**src/rtl/instr_sequencer.sv**
```systemverilog
// rtl/instr_sequencer.sv - multi-cycle fetch/decode/execute sequencer for the 16-bit Harvard core
// Owns the PC and every datapath strobe; one instruction in flight at a time.
module instr_sequencer #(
    parameter int PC_W = 8
) (
    input  logic            clk,
    input  logic            rst_n,
    output logic            imem_req,
    output logic [PC_W-1:0] imem_addr,
    input  logic            imem_ack,
    input  logic [31:0]     imem_data,
    output logic [4:0]      rf_ra1,
    output logic [4:0]      rf_ra2,
    input  logic [15:0]     rf_rd1,
    input  logic [15:0]     rf_rd2,
    output logic            rf_we,
    output logic [4:0]      rf_wa,
    output logic [15:0]     rf_wd,
    output logic [4:0]      alu_op,
    output logic [15:0]     alu_a,
    output logic [15:0]     alu_b,
    input  logic [15:0]     alu_y,
    input  logic [15:0]     alu_hi,
    output logic            mul_start,
    input  logic            mul_done,
    input  logic [15:0]     mul_lo,
    input  logic [15:0]     mul_hi,
    output logic            dmem_req,
    output logic            dmem_we,
    output logic [7:0]      dmem_addr,
    output logic [15:0]     dmem_wdata,
    input  logic [15:0]     dmem_rdata,
    input  logic            dmem_ack,
    output logic            illegal,
    output logic            busy
);

    typedef enum logic [2:0] {
        S_FETCH,
        S_DECODE,
        S_EXEC,
        S_MULW,
        S_MEM,
        S_WB1,
        S_WB2
    } state_t;

    localparam logic [5:0] OP_IMM   = 6'h00;
    localparam logic [5:0] OP_MOV   = 6'h01;
    localparam logic [5:0] OP_LOAD  = 6'h02;
    localparam logic [5:0] OP_STORE = 6'h03;
    localparam logic [5:0] OP_ADD   = 6'h04;
    localparam logic [5:0] OP_SUB   = 6'h05;
    localparam logic [5:0] OP_MUL   = 6'h07;
    localparam logic [5:0] OP_LAST  = 6'h10;

    state_t          state_q;
    logic [PC_W-1:0] pc_q;
    logic [31:0]     instr_q;
    logic [15:0]     opa_q;
    logic [15:0]     opb_q;
    logic [15:0]     hi_q;
    logic            imem_req_q;
    logic            rf_we_q;
    logic [4:0]      rf_wa_q;
    logic [15:0]     rf_wd_q;
    logic            mul_start_q;
    logic            dmem_req_q;
    logic            dmem_we_q;
    logic [7:0]      dmem_addr_q;
    logic            illegal_q;
    logic            busy_q;

    logic [5:0]      opcode;
    logic [4:0]      rdst1;
    logic [4:0]      rdst2;
    logic [PC_W-1:0] pc_d;
    logic            two_write;

    assign opcode    = instr_q[31:26];
    assign rdst2     = instr_q[25:21];
    assign rdst1     = instr_q[20:16];
    assign pc_d      = pc_q + PC_W'(1);
    assign two_write = (opcode == OP_ADD) || (opcode == OP_SUB) || (opcode == OP_MUL);

    always_ff @(posedge clk) begin
        if (!rst_n) begin
            state_q     <= S_FETCH;
            pc_q        <= '0;
            instr_q     <= '0;
            opa_q       <= '0;
            opb_q       <= '0;
            hi_q        <= '0;
            imem_req_q  <= 1'b1;
            rf_we_q     <= 1'b0;
            rf_wa_q     <= '0;
            rf_wd_q     <= '0;
            mul_start_q <= 1'b0;
            dmem_req_q  <= 1'b0;
            dmem_we_q   <= 1'b0;
            dmem_addr_q <= '0;
            illegal_q   <= 1'b0;
            busy_q      <= 1'b0;
        end else begin
            rf_we_q     <= 1'b0;
            mul_start_q <= 1'b0;
            illegal_q   <= 1'b0;
            case (state_q)
                S_FETCH: begin
                    if (imem_ack) begin
                        instr_q    <= imem_data;
                        imem_req_q <= 1'b0;
                        busy_q     <= 1'b1;
                        // flag the undefined opcode now so the pulse lands in DECODE
                        illegal_q  <= (imem_data[31:26] > OP_LAST);
                        state_q    <= S_DECODE;
                    end
                end
                S_DECODE: begin
                    opa_q       <= rf_rd1;
                    opb_q       <= rf_rd2;
                    dmem_addr_q <= (opcode == OP_STORE) ? instr_q[25:18] : instr_q[7:0];
                    if (opcode > OP_LAST) begin
                        pc_q       <= pc_d;
                        imem_req_q <= 1'b1;
                        busy_q     <= 1'b0;
                        state_q    <= S_FETCH;
                    end else begin
                        mul_start_q <= (opcode == OP_MUL);
                        state_q     <= S_EXEC;
                    end
                end
                S_EXEC: begin
                    case (opcode)
                        OP_IMM: begin
                            rf_wd_q <= instr_q[15:0];
                            rf_wa_q <= rdst2;
                            rf_we_q <= 1'b1;
                            state_q <= S_WB1;
                        end
                        OP_MOV: begin
                            rf_wd_q <= opb_q;
                            rf_wa_q <= rdst2;
                            rf_we_q <= 1'b1;
                            state_q <= S_WB1;
                        end
                        OP_LOAD, OP_STORE: begin
                            dmem_req_q <= 1'b1;
                            dmem_we_q  <= (opcode == OP_STORE);
                            state_q    <= S_MEM;
                        end
                        OP_MUL: begin
                            state_q <= S_MULW;
                        end
                        default: begin
                            rf_wd_q <= alu_y;
                            hi_q    <= alu_hi;
                            rf_wa_q <= rdst1;
                            rf_we_q <= 1'b1;
                            state_q <= S_WB1;
                        end
                    endcase
                end
                S_MULW: begin
                    if (mul_done) begin
                        rf_wd_q <= mul_lo;
                        hi_q    <= mul_hi;
                        rf_wa_q <= rdst1;
                        rf_we_q <= 1'b1;
                        state_q <= S_WB1;
                    end
                end
                S_MEM: begin
                    if (dmem_ack) begin
                        dmem_req_q <= 1'b0;
                        dmem_we_q  <= 1'b0;
                        if (dmem_we_q) begin
                            pc_q       <= pc_d;
                            imem_req_q <= 1'b1;
                            busy_q     <= 1'b0;
                            state_q    <= S_FETCH;
                        end else begin
                            rf_wd_q <= dmem_rdata;
                            rf_wa_q <= rdst2;
                            rf_we_q <= 1'b1;
                            state_q <= S_WB1;
                        end
                    end
                end
                S_WB1: begin
                    // second write goes last so that hi wins when both destinations match
                    if (two_write) begin
                        rf_wd_q <= hi_q;
                        rf_wa_q <= rdst2;
                        rf_we_q <= 1'b1;
                        state_q <= S_WB2;
                    end else begin
                        pc_q       <= pc_d;
                        imem_req_q <= 1'b1;
                        busy_q     <= 1'b0;
                        state_q    <= S_FETCH;
                    end
                end
                S_WB2: begin
                    pc_q       <= pc_d;
                    imem_req_q <= 1'b1;
                    busy_q     <= 1'b0;
                    state_q    <= S_FETCH;
                end
                default: begin
                    imem_req_q <= 1'b1;
                    busy_q     <= 1'b0;
                    state_q    <= S_FETCH;
                end
            endcase
        end
    end

    assign imem_req   = imem_req_q;
    assign imem_addr  = pc_q;
    assign rf_ra1     = instr_q[4:0];
    assign rf_ra2     = instr_q[9:5];
    assign rf_we      = rf_we_q;
    assign rf_wa      = rf_wa_q;
    assign rf_wd      = rf_wd_q;
    assign alu_op     = instr_q[30:26];
    assign alu_a      = opb_q;
    assign alu_b      = opa_q;
    assign mul_start  = mul_start_q;
    assign dmem_req   = dmem_req_q;
    assign dmem_we    = dmem_we_q;
    assign dmem_addr  = dmem_addr_q;
    assign dmem_wdata = opb_q;
    assign illegal    = illegal_q;
    assign busy       = busy_q;

endmodule

```
**config.mk**
```make
export PLATFORM = sky130hd
export DESIGN_NAME = instr_sequencer
export DESIGN_NICKNAME = d
export VERILOG_FILES = /design/src/rtl/instr_sequencer.sv
export SDC_FILE = /design/constraint.sdc
export NUM_CORES = 1
export LEC_CHECK = 0
export ABC_AREA = 1
export BUFFER_PORTS_ARGS = -buffer_cell sky130_fd_sc_hd__clkbuf_2
export CAP_MARGIN = 30
export CORE_UTILIZATION = 49
export DETAILED_ROUTE_END_ITERATION = 7
export GPL_ROUTABILITY_DRIVEN = 0
export MAX_ROUTING_LAYER = met4
export PLACE_DENSITY = 0.89
export RECOVER_POWER = 100
export SETUP_SLACK_MARGIN = 0.05
export SLEW_MARGIN = 20
export SYNTH_ARGS = -nofsm -noshare
export SYNTH_HDL_FRONTEND = slang
export SYNTH_SLANG_ARGS = --single-unit
```
**constraint.sdc**
```tcl
create_clock -name clk -period 2.1 [get_ports clk]
set_clock_uncertainty 0.05 [all_clocks]
set_input_delay 0.42 -clock clk [delete_from_list [all_inputs] [get_ports clk]]
set_output_delay 0.42 -clock clk [all_outputs]
set_load 0.02 [all_outputs]
```
==> flow_metrics.tcl <==
set metrics [dict create \
    ctsHtreeMaxLevel 4 \
    crit_path_end_kind "flip-flop" \
    crit_arrival_ps 2130 \
    reg2reg_setup_slack_ps 220 \
    synth_ff_type "dfxtp_1" \
    rsz0062_at_grt "yes" \
    cts_root_buf "clkbuf_16" \
    core_um2 12700 \
    power_density_nw_per_um2 1160 \
    yosysUniqueCellTypes 30 \
    die_area_um2 13600 \
    status "finished clean" \
    antenna_found_initial 0 \
    grt.overflow.total 0 \
    routed-via-count 7271 \
    critical-path-top-delay-family "buffers and inverters" \
    synth_top_cell_area_share 0.395 \
    layout.nets 1330 \
    grt_pass1_wl_mm 32.1 \
    die_w_um 117 \
    cp_slowest_cell "clkbuf_2" \
    clk_pin_slew_ps 50 \
    finalHoldViolCount 0 \
    post-route-period-util 0.895 \
    fmax_ghz 0.532 \
    synth_fp_nets 1119 \
    maxCapViolations 0 \
    synth_seq_cells 127 \
    cts_max_path_buffers 2 \
    ir_drop_mv 0.825 \
    area_delta_synth_final_pct 26.8 \
    route.detailed.drc 0 \
    synth_sequential_area_ratio 0.395 \
    cp.buffers_inverters 4 \
    r2r_cells 7 \
    syn_area_um2 6440 \
    grt_pass1_vias 6618 \
    leakagePower_nw 3.75 \
    hold_start "rf_rd2[8]" \
    startpoint_type "flip-flop" \
    crit_chain "buf_4, inv_1, nor3_2, clkinv_1, clkbuf_2, nor2_1, nor2_1" \
    portBuffers 255 \
    nFillCells 1180 \
    drtIter0Drc 596 \
    cp.depth 7 \
    tightest_slew_ps 674 \
    num_rows 41 \
    min_period_ps 1880 \
    cts_buffers 17 \
    synth_top_cell_by_area "dfxtp_1" \
    hpwl_mm 15.2 \
    setup_tns_ps 0 \
    final_util 0.642 \
    start_util 0.506 \
    slew_violations 0 \
    layout.cells.non_filler 1361 \
    r2r-end "alu_a[14]" \
    crit_path_frequent_cell "nor2_1" \
    drive_above_1_share 0.191 \
    critPathMaxFanout 32 \
    required_ps 2350 \
    grt_use_total 0.318 \
    first_pass_iters 5 \
    viasPerCell 5.34 \
    cts_tree "yes" \
    dp.cells 1327 \
    holdPathStages 3 \
    syn_inst 966 \
    worstReg2RegStart "state_q[0]" \
    path_class "reg -> reg" \
    grt_max_degree 52 \
    routedWlPerCell_um 15.2 \
    io_pins 256 \
    hold_class "in -> reg" \
    routed_wl_mm 20.7 \
    p_total_w 0.00950 \
    clk_latency_ps 410 \
    synth-async-reset-ratio 0 \
    antenna_cells 0 \
    yosys-top-cells-area "dfxtp_1, nand2_1, nand3_1" \
    syn_area_per_cell_um2 6.67 \
    die_h_um 117 \
    postRouteAntennaNets 0 \
    synth_warnings 0 \
    cpPeakStageDelay_ps 440 \
    slew_headroom 0.551 \
    hold_end "alu_a[8]" \
    cts.sink_count 127 \
    synth_edf_count 0 \
    setup_viol 0 \
]
[where the power goes]
| part | internal [W] | switching, W |
|---|---|---|
| Sequential | 0.00285 | 0.000369 |
| Clock | 0.00205 | 0.00101 |
| Combinational | 0.000945 | 0.00228 |
| Total | 0.00584 | 0.00367 |
[per-stage QoR]
stage / cell area (um^2) / hold WS (ps) / worst slack [ps]
2_1_floorplan: 6440 / 391 / 461
3_3_place_gp: 7650 / 400 / 285
3_5_place_dp: 7650 / 405 / 189
4_1_cts: 8270 / 169 / 132
5_1_grt: 8160 / 172 / 18.4
6_report: 8160 / 176 / 221
[logic make-up (layout without fill, tap and decap cells)]
group | Yosys count | in the layout | synth area share
DFF | 127 | 127 | 0.395
adders and majority gates | 4 | 4 | 0.00777
buffers and inverters | 129 | 352 | 0.102
AOI/OAI and AO/OA | 139 | 139 | 0.112
and+or+nand+nor | 563 | 563 | 0.378
xor gates and xnor gates | 4 | 4 | 0.00544
[worst max path at each step]
stage	startpoint	endpoint	slack [ps]
global route	instr_q[30]	rf_wd[3]	20
detailed placement	state_q[2]	hi_q[7]	190
finish	state_q[0]	alu_a[14]	220
CTS	state_q[2]	rf_wd[11]	130
floorplan	state_q[1]	rf_wd[10]	460
global placement	state_q[2]	hi_q[12]	280
[registers in the layout (all words and copies together), names as in the netlist, 5 cells and up]
register and cells:
instr_q 32, alu_a 16, alu_b 16, hi_q 16, rf_wd 16, dmem_addr 8, imem_addr 8, rf_wa 5
[worst register-to-register path: cells and delay by family, from the launching register on]
kind / cells / cell delay [ps]
buffers and inverters: 4 / 830
DFF: 1 / 320
and+or+nand+nor: 3 / 570
[what timing repair did]
item,in CTS,in global routing
hold endpoints to repair,0,0
resized for setup,0,4
buffers inserted,0,3
endpoints found under the setup margin,0,32
hold buffers,0,0
[synth_stat cells (2+ instances only)]
| master | n |
|---|---|
| nor2_1 | 85 |
| ha_1 | 4 |
| a21oi_1 | 84 |
| o21ai_0 | 41 |
| buf_6 | 4 |
| inv_2 | 4 |
| clkinv_1 | 2 |
| xnor2_1 | 2 |
| nand2_4 | 2 |
| nand2_2 | 3 |
| clkbuf_1 | 38 |
| o211ai_1 | 10 |
| nor3_1 | 5 |
| nor2_2 | 6 |
| nand4_1 | 38 |
| buf_2 | 13 |
| buf_4 | 34 |
| o21ai_1 | 3 |
| nand2_1 | 324 |
| nand3_1 | 90 |
| dfxtp_1 | 127 |
| xor2_1 | 2 |
| buf_1 | 2 |
| inv_1 | 32 |
| nand3b_1 | 4 |
| nand3_2 | 3 |
[placed cells by master, fill, tap and decap left out, types with 32 or more instances in the layout]
cell type,instances
dfxtp_1,126
a21oi_1,84
clkbuf_2,152
nand3_1,90
nor2_1,85
inv_1,32
nand4_1,38
nand2_1,323
o21ai_0,42
clkbuf_1,110
[metal layers]
metal  vias up  routed length (um)  track usage
li1       3566                   -            -
met1      3307                8350        0.365
met2       337               10000        0.523
met3        61                1590       0.0794
met4         0                 741        0.145
met5         -                   0            -
[layout make-up]
cell class                 count  area, um^2  area share
clock buffer                  26         519      0.0636
inverter                      38         143      0.0175
clock inverter                 5         100      0.0123
tap                          172         215      0.0264
sequential                   127        2540       0.312
multi-input combinational    710        3250       0.398
timing repair buffer         283        1390       0.171
No activity file was read; power rests on OpenSTA's default activity.
